### src/rtl/fifo_pop_serializer_pkg.sv
// Shared types for the FIFO pop-side serializer.
package fifo_pop_serializer_pkg;

  typedef enum logic {
    IDLE = 1'b0,
    SEND = 1'b1
  } state_t;

endpackage

### src/rtl/fifo_pop_serializer.sv
// Pops wide words from a synchronous FIFO and streams each one out as RATIO
// narrow valid/ready beats, back-to-back with no bubble between words.
//
//   state | meaning
//   IDLE  | no word held; pop as soon as the FIFO has data
//   SEND  | word in hold_q, presenting slice beat_q on the stream
module fifo_pop_serializer
  import fifo_pop_serializer_pkg::*;
#(
  parameter int DATA_WIDTH = 32,
  parameter int OUT_WIDTH  = 8,
  parameter bit MSB_FIRST  = 1'b0,
  parameter int RATIO      = DATA_WIDTH / OUT_WIDTH,
  parameter int CNT_W      = (RATIO > 1) ? $clog2(RATIO) : 1
) (
  input  logic                  clk_i,
  input  logic                  rst_i,
  input  logic                  flush_i,
  input  logic                  fifo_empty_i,
  input  logic [DATA_WIDTH-1:0] fifo_data_i,
  output logic                  fifo_pop_o,
  output logic                  out_valid_o,
  output logic [OUT_WIDTH-1:0]  out_data_o,
  output logic                  out_last_o,
  input  logic                  out_ready_i,
  output logic                  busy_o
);

  if (OUT_WIDTH <= 0 || (DATA_WIDTH % OUT_WIDTH) != 0) begin : g_bad_cfg
    $error("fifo_pop_serializer: DATA_WIDTH must be a positive multiple of OUT_WIDTH");
  end

  localparam logic [CNT_W-1:0] LAST_IDX = CNT_W'(RATIO - 1);

  state_t                state_q, state_d;
  logic [DATA_WIDTH-1:0] hold_q, hold_d;
  logic [CNT_W-1:0]      beat_q, beat_d;
  logic [CNT_W-1:0]      slice_idx;
  logic [OUT_WIDTH-1:0]  slice;
  logic                  last_beat;
  logic                  pop;

  assign slice_idx = MSB_FIRST ? (LAST_IDX - beat_q) : beat_q;
  assign slice     = hold_q[slice_idx*OUT_WIDTH +: OUT_WIDTH];
  assign last_beat = (beat_q == LAST_IDX);

  always_ff @(posedge clk_i or posedge rst_i) begin
    if (rst_i) begin
      state_q <= IDLE;
      hold_q  <= '0;
      beat_q  <= '0;
    end else begin
      state_q <= state_d;
      hold_q  <= hold_d;
      beat_q  <= beat_d;
    end
  end

  always_comb begin
    state_d     = state_q;
    hold_d      = hold_q;
    beat_d      = beat_q;
    pop         = 1'b0;
    out_valid_o = 1'b0;
    out_data_o  = '0;
    out_last_o  = 1'b0;
    case (state_q)
      IDLE: begin
        if (!fifo_empty_i && !flush_i) begin
          pop     = 1'b1;
          hold_d  = fifo_data_i;
          beat_d  = '0;
          state_d = SEND;
        end else if (flush_i) begin
          beat_d = '0;
        end
      end
      SEND: begin
        out_valid_o = 1'b1;
        out_data_o  = slice;
        out_last_o  = last_beat;
        // Flush wins over a same-cycle handshake: that beat is not transferred.
        if (flush_i) begin
          state_d = IDLE;
          beat_d  = '0;
        end else if (out_ready_i) begin
          if (!last_beat) begin
            beat_d = beat_q + 1'b1;
          end else if (!fifo_empty_i) begin
            pop    = 1'b1;
            hold_d = fifo_data_i;
            beat_d = '0;
          end else begin
            state_d = IDLE;
            beat_d  = '0;
          end
        end
      end
      default: state_d = IDLE;
    endcase
  end

  assign fifo_pop_o = pop & ~rst_i;
  assign busy_o     = (state_q == SEND);

`ifndef SYNTHESIS
  a_pop_nonempty: assert property (@(posedge clk_i) disable iff (rst_i)
    fifo_pop_o |-> !fifo_empty_i);

  a_beat_stable: assert property (@(posedge clk_i) disable iff (rst_i)
    (out_valid_o && !out_ready_i && !flush_i) |=>
      ($stable(out_data_o) && $stable(out_last_o)));
`endif

endmodule

### config.mk
export PLATFORM = sky130hd
export DESIGN_NAME = fifo_pop_serializer
export DESIGN_NICKNAME = d
export VERILOG_FILES = /design/src/rtl/fifo_pop_serializer_pkg.sv /design/src/rtl/fifo_pop_serializer.sv
export SDC_FILE = /design/constraint.sdc
export NUM_CORES = 1
export LEC_CHECK = 0
export BUFFER_PORTS_ARGS = -buffer_cell sky130_fd_sc_hd__buf_2
export CAP_MARGIN = 20
export CELL_PAD_IN_SITES_DETAIL_PLACEMENT = 1
export CELL_PAD_IN_SITES_GLOBAL_PLACEMENT = 1
export CORE_AREA = 2 2 65 67
export CTS_CLUSTER_DIAMETER = 30
export DETAILED_ROUTE_END_ITERATION = 12
export DIE_AREA = 0 0 67 69
export PLACE_DENSITY = 0.82
export SYNTH_ARGS = -nofsm -noshare
export SYNTH_HDL_FRONTEND = slang
export SYNTH_SLANG_ARGS = --single-unit
### constraint.sdc
create_clock -name clk_i -period 4.3 [get_ports clk_i]
set_input_delay 0.645 -clock clk_i [delete_from_list [all_inputs] [get_ports clk_i]]
set_output_delay 0.645 -clock clk_i [all_outputs]
set_load 0.01 [all_outputs]
# After elaboration in Yosys (flattened, before gate mapping)
# Cells that the tools add are included.
# classes
n_addsub	1
reduce_logical	5
n_shift	1
n_bitwise	3
n_eq_ne	8
n_mux	25
# ops
op	count
$mux W32	5
$pmux W32 S2	1
$shiftx A32 B6 Y8	1
$mux W1	10
$mux W2	5
$mux W8	1
$ne A2 B2 Y1 const B	4
$ne A3 B3 Y1 const B	2
$reduce_and A5 Y1	1
$pmux W1 S2	2
$pmux W2 S2	1
$add A2 B1 Y2 const B	1
$eq A2 B2 Y1 const B	1
$logic_not A1 Y1	2
$ne A2 B1 Y1 const B	1
$not A1 Y1	2
$reduce_and A2 Y1	1
$and A1 B1 Y1	1
$logic_and A1 B1 Y1	1
# totals
input_bits	37
output_inout_bits	12
regBits	35

# Longest topological paths before layout
# Gate-level depths: netlist (run 1).
# depth
word_depth	6
mapped_depth	5
mapped_depth_nobuf	4

# Worst setup path after synthesis (run 1)
# No wires, ideal clock.
# synth_path
path_type	input to output
startpoint	input port rst_i
endpoint	output port fifo_pop_o
cell_stages	2
slack_ns	1.980
path_buffers	0
t_arrival_ns	1.675
path_cell_list	inv_1 > and2_1
# synth_via
elab_chain_len	2
# synth_rtl
item	line_no	text
start: declaration	fifo_pop_serializer.sv:17	input logic rst_i,
$not A1 Y1	fifo_pop_serializer.sv:103	assign fifo_pop_o = pop & ~rst_i;
$and A1 B1 Y1	fifo_pop_serializer.sv:103	
end: declaration	fifo_pop_serializer.sv:21	output logic fifo_pop_o,
# No other way between the ends.

# Worst setup path after layout (run 1)
# layout_path
startpoint	register beat_q[0]
endpoint	output port fifo_pop_o
# layout_via
elab_chain_len	6
# layout_rtl
item	line_no	text
start: declaration	fifo_pop_serializer.sv:37	logic [CNT_W-1:0] beat_q, beat_d;
start signal: assignment	fifo_pop_serializer.sv:55	beat_q <= beat_d;
$eq A2 B2 Y1	fifo_pop_serializer.sv:45	assign last_beat = (beat_q == LAST_IDX);
$mux W1	fifo_pop_serializer.sv:87	if (!last_beat) begin
$mux W1	fifo_pop_serializer.sv:86	end else if (out_ready_i) begin
$mux W1	fifo_pop_serializer.sv:83	if (flush_i) begin
$pmux W1 S2	fifo_pop_serializer.sv:67	case (state_q)
$and A1 B1 Y1	fifo_pop_serializer.sv:103	
# No other way between the ends.

==> flow_summary.ini, run 1 <==
[layout]
area_delta_synth_final_pct = 23.5
final_layout_size_suffix_gt1_share_pct = 53.0
stdcell_count = 218
insertedDiodeCount = 0
layout.nets = 205
fillCellCount = 444

[grt]
grt_start_max_net_pins = 36
met1_usage_pct = 20.9
grt_use_total_pct = 18.2
gr-total-overflow = 0
top_usage_layer = met2
grt_first_pass_wirelength_mm = 6.28
antenna_found_initial = 0
met3_usage_pct = 4.40
use_met2_pct = 32.8
grt_pass1_vias = 1299

[pwr]
power_frac_comb_pct = 18.0
power.share.sequential_pct = 47.8
ir_drop_mv = 0.258
switchingPower_mw = 0.220
p_leak_nw = 0.918
total_power_mw = 0.886
swShare_pct = 24.8
powerDensity_mw_per_mm2 = 440
p_clk_share_pct = 34.2
p_int_mw = 0.667

[yosys]
syn_area_mm2 = 0.00163
ys_seq_area_share_pct = 53.7
async_flop_share_pct = 100
synth.cells.most_frequent = dfrtp_1 (35), mux2_2 (28), mux2i_1 (17), o22ai_1 (8), mux2_1 (4)
synthTopCellsByArea = dfrtp_1 (54%), mux2_2 (19%), mux2i_1 (10%)
synth_fp_nets = 155
synth.most_common_cell = dfrtp_1
yosysUniqueCellTypes = 20
ys_seq_elements = 35
synth_edf_count = 0
syn_avg_cell_area_um2 = 13.9
postSynthCellCount = 117
synth_ff_type = dfrtp_1
synth_warnings = 0
synth_area_leader_cell = dfrtp_1
synth_top_area_share_pct = 53.7

[hold_path]
hold_class = flip-flop to flip-flop
min_delay_worst_endpoint = hold_q[27]
holdPathStages = 1
min_from = hold_q[27]

[timing]
max_slew_margin_pct = 70.8
fin_crit_sh_pct = 62.2
rsz0062_at_grt = false
max_freq_ghz = 0.374
hold_viol = 0
fin_crit_ps = 2670
drv_slew = 0
setup_tns_ps = 0
tightest_slew_ps = 438
setup_violations = 0
fin_worst_skew_ps = 2.24

[setup_path]
reg2regPathDepth = 5
endpoint_kind = primary output
crit_buf_inv = 2
cp_max_fo = 33
crit_family = buffers and inverters
regToRegEndpoint = hold_q[8]
cpPeakStageDelay_ps = 430
worstSetupPathType = flip-flop to primary output
crit_path_top_delay_cell = dfrtp_1
rrSetupSlack_ps = 2360
cp-start-kind = flip-flop
critPathArrivalTime_ps = 2030
crit_chain = ha_1, nand2_2, a211oi_4, buf_4, and2_1, buf_2
cp.required_ps = 3650
r2r_start = beat_q[0]

[cts]
clock_path_buffers = 2
cts_max_level = 2
root_buffer = clkbuf_8
cts_setup_buffers = 0
cts_sinks = 35
ctsResizeCount = 0
cts_hold_buffers = 0
numCtsBuffers = 5
clock_latency_ps = 280
tritoncts = built
clkTransAtPathRegs_ps = 70

[run]
maxCapViolCount = 0

[routing]
drt_wl_total_mm = 3.80
wl_per_cell_um = 17.4
first_pass_iters = 2
viasPerCell = 5.14
post-route-drc-count = 0
ant_nets = 0
first_iter_violations = 13
dr_total_vias = 1121

[place]
place_inst = 210
place_congestion = 0.709
dp_hpwl_mm = 2.62
io_buffers = 48

[run_status]
status = complete, no violations

[floorplan]
ios = 49
die-area_mm2 = 0.00462
die_height_um = 69
die_width_um = 67
initial_core_util_pct = 41.7
coreArea_mm2 = 0.00391
core.rowCount = 23
-- area by class of cell --
type | instances | area (um^2) | area share [%]
clock buffer | 6 | 82.6 | 4.10
clock inverter | 2 | 35.0 | 1.74
inverter | 1 | 3.75 | 0.186
multi-input combinational | 73 | 691 | 34.3
sequential | 35 | 876 | 43.5
tap | 50 | 62.6 | 3.11
timing repair buffer | 51 | 263 | 13.1
-- sequential cells by signal, summed over array words and instances (netlist names) --
name,cells
beat_q,2
busy_o,1
hold_q,32
-- metrics by stage --
step           worst slack, ps  util (%)  cell area, um^2  hold WS (ps)
6_report                  1630      51.4             2010           495
2_1_floorplan             1980         -             1630           457
3_3_place_gp              1880      48.4             1900           467
3_5_place_dp              1820      48.4             1900           478
4_1_cts                   1600      51.4             2010           494
5_1_grt                   1490      51.4             2010           517
-- per-layer routing --
layer	vias to the layer above	share of wire (%)
met5	-	0
met4	0	1.6
met3	5	4.8
met2	35	53
met1	557	40
li1	524	-
-- how the worst max path moves through the flow --
stage / start / endpoint / slack [ps] / cells past startpoint
CTS: beat_q[0] / fifo_pop_o / 1600 / 6
global route: beat_q[0] / fifo_pop_o / 1490 / 6
detailed placement: out_ready_i / fifo_pop_o / 1820 / 6
floorplan: rst_i / fifo_pop_o / 1980 / 2
global placement: out_ready_i / fifo_pop_o / 1880 / 6
finish: beat_q[0] / fifo_pop_o / 1630 / 6
-- power groups by stage --
stage	sequential [mW]	clock [mW]	combinational (mW)
after floorplan	0.417	0	0.116
after global placement	0.423	0	0.151
after detailed placement	0.429	0	0.160
after CTS	0.424	0.309	0.163
after global routing	0.432	0.324	0.177
final	0.424	0.303	0.159
-- layout by cell type, fill, tap and decap left out, drive strengths merged --
cell type	netlist	final
buf	8	51
dfrtp	35	35
mux2	32	32
mux2i	17	17
o22ai	8	8
clkbuf	0	6
nand2	4	4
a21oi	3	3
nand2b	2	2
and2	2	2
a211oi	2	2
inv	1	1
nor2	1	1
a311oi	1	1
ha	1	1
bufinv	0	1
clkinv	0	1
-- cell families (layout without fill, tap and decap cells) --
group	after synthesis	count (layout)	synth area share (%)
AO/OA/AOI/OAI	14	14	6.22
buffers and inverters	9	60	3.91
multiplexers	49	49	32.5
AND/OR/NAND/NOR	9	9	2.84
adder cells (fa/ha/maj)	1	1	0.767
flip-flops	35	35	53.7
(Power assumes the default switching activity.)
==> run 2, diff against run 1 <==
- CORE_AREA: 2 2 65 67 -> 2 2 67 69
- DIE_AREA: 0 0 67 69 -> 0 0 69 71
- PLACE_DENSITY: 0.82 -> 0.78
- clock period: 4.3 -> 2.7 ns (I/O delays scaled with it)
==> flow_summary.ini, run 2 (synthesis gave the netlist of run 1 again) <==
[cts]
cts_setup_buffers = 0
cts_max_level = 2
clock_path_buffers = 2
root_buffer = clkbuf_8
clock_latency_ps = 290
clkTransAtPathRegs_ps = 70
cts_hold_buffers = 0
cts_sinks = 35
tritoncts = built
ctsResizeCount = 0
numCtsBuffers = 5

[setup_path]
crit_family = compound AO/OA/AOI/OAI gates
reg2regPathDepth = 5
r2r_start = beat_q[0]
crit_chain = ha_1, nand2_2, a211oi_4, and2_1, buf_2
crit_path_top_delay_cell = a211oi_4
cp.required_ps = 2300
worstSetupPathType = flip-flop to primary output
endpoint_kind = primary output
cpPeakStageDelay_ps = 510
rrSetupSlack_ps = 640
critPathArrivalTime_ps = 1930
cp-start-kind = flip-flop
regToRegEndpoint = hold_q[13]
crit_buf_inv = 1
cp_max_fo = 10

[run_status]
status = complete, no violations

[layout]
largest_register_ffs = 32
register_area_um2 = 876
final_layout_size_suffix_gt1_share_pct = 53.3
area_delta_synth_final_pct = 24.1
insertedDiodeCount = 0
layout.nets = 206
largest-register = hold_q
final_common_cell = buf_2
finish.instance_area_mm2 = 0.00202
fillCellCount = 460
mostFrequentLayoutCells = buf_2 (48), dfrtp_1 (35), mux2_2 (28)
multi_input_area_um2 = 691

[place]
dp_slack_ps = 647
dpl_cell_area_mm2 = 0.00191
place_congestion = 0.738
dp_hpwl_mm = 2.93
io_buffers = 48

[routing]
ant_nets = 0
dr_total_vias = 1142
first_iter_violations = 21
drt_wl_total_mm = 3.88
wl_per_cell_um = 17.6
viasPerCell = 5.17
first_pass_iters = 2
post-route-drc-count = 0

[run]
maxCapViolCount = 0

[timing]
setup_violations = 0
fin_crit_sh_pct = 86.3
setup_tns_ps = 0
max_slew_margin_pct = 65.6
fin_worst_skew_ps = 5.84
max_freq_ghz = 0.429
hold_viol = 0
worst_slack_ps = 369
fin_crit_ps = 2330
hold_slack_ps = 234
drv_slew = 0
tightest_slew_ps = 515
rsz0062_at_grt = false

[hold_path]
hold_class = input pin to async pin

[grt]
met1_usage_pct = 18.8
use_met2_pct = 29.5
grt_use_total_pct = 17.0
grt_start_max_net_pins = 36
gr-total-overflow = 0
grt_pass1_vias = 1290
grt_first_pass_wirelength_mm = 6.29
met3_usage_pct = 5.70
antenna_found_initial = 0
top_usage_layer = met2

[floorplan]
die_width_um = 69
initial_core_util_pct = 38.8
core.rowCount = 24
ios = 49
die-area_mm2 = 0.00490
die_height_um = 71
coreArea_mm2 = 0.00420

[pwr]
powerDensity_mw_per_mm2 = 702
ir_drop_mv = 0.316
p_leak_nw = 0.923
total_power_mw = 1.42
[run 2: cell types whose count changed in the layout (fill, tap and decap cells not counted)]
cell / before / now
buf_4: 3 / 4
[run 2: layout make-up]
| cell class | instances | area share, % |
|---|---|---|
| flip-flops and latches | 35 | 43.3 |
| multi-input cells | 73 | 34.1 |
| repair buffers | 52 | 13.4 |
| clock buffers | 6 | 4.08 |
| well taps | 52 | 3.22 |
| clock inverters | 2 | 1.73 |
| inverters | 1 | 0.186 |
[run 2: report_power, final]
part / internal, mW / switching [mW] / total (mW)
Combinational: 0.144 / 0.110 / 0.253
Sequential: 0.620 / 0.0561 / 0.676
Clock: 0.299 / 0.193 / 0.491
Total: 1.06 / 0.358 / 1.42
[run 2: per-stage QoR]
step | instances | util [%]
after floorplan | 117 | -
after global placement | 213 | 45.3
after detailed placement | 213 | 45.3
after CTS | 221 | 48.1
after global routing | 221 | 48.1
final | 221 | 48.1
[run 2: per-layer routing]
metal | share of wire (%) | vias up
met4 | 2.6 | 0
li1 | - | 523
met1 | 40 | 572
met5 | 0 | -
met3 | 5.2 | 12
met2 | 52 | 35
[run 2: worst min-delay path: stages]
cell	delay, ps
buf_2	100
inv_1	60
buf_4	400
[run 2: worst max-delay path by stage]
| stage | slack (ps) | cells after the start | end | from |
|---|---|---|---|---|
| floorplan | 860 | 2 | fifo_pop_o | rst_i |
| global placement | 770 | 5 | hold_q[28] | beat_q[0] |
| detailed placement | 650 | 5 | hold_q[13] | beat_q[0] |
| CTS | 370 | 5 | fifo_pop_o | beat_q[0] |
| global route | 260 | 5 | fifo_pop_o | beat_q[0] |
| finish | 370 | 5 | fifo_pop_o | beat_q[0] |
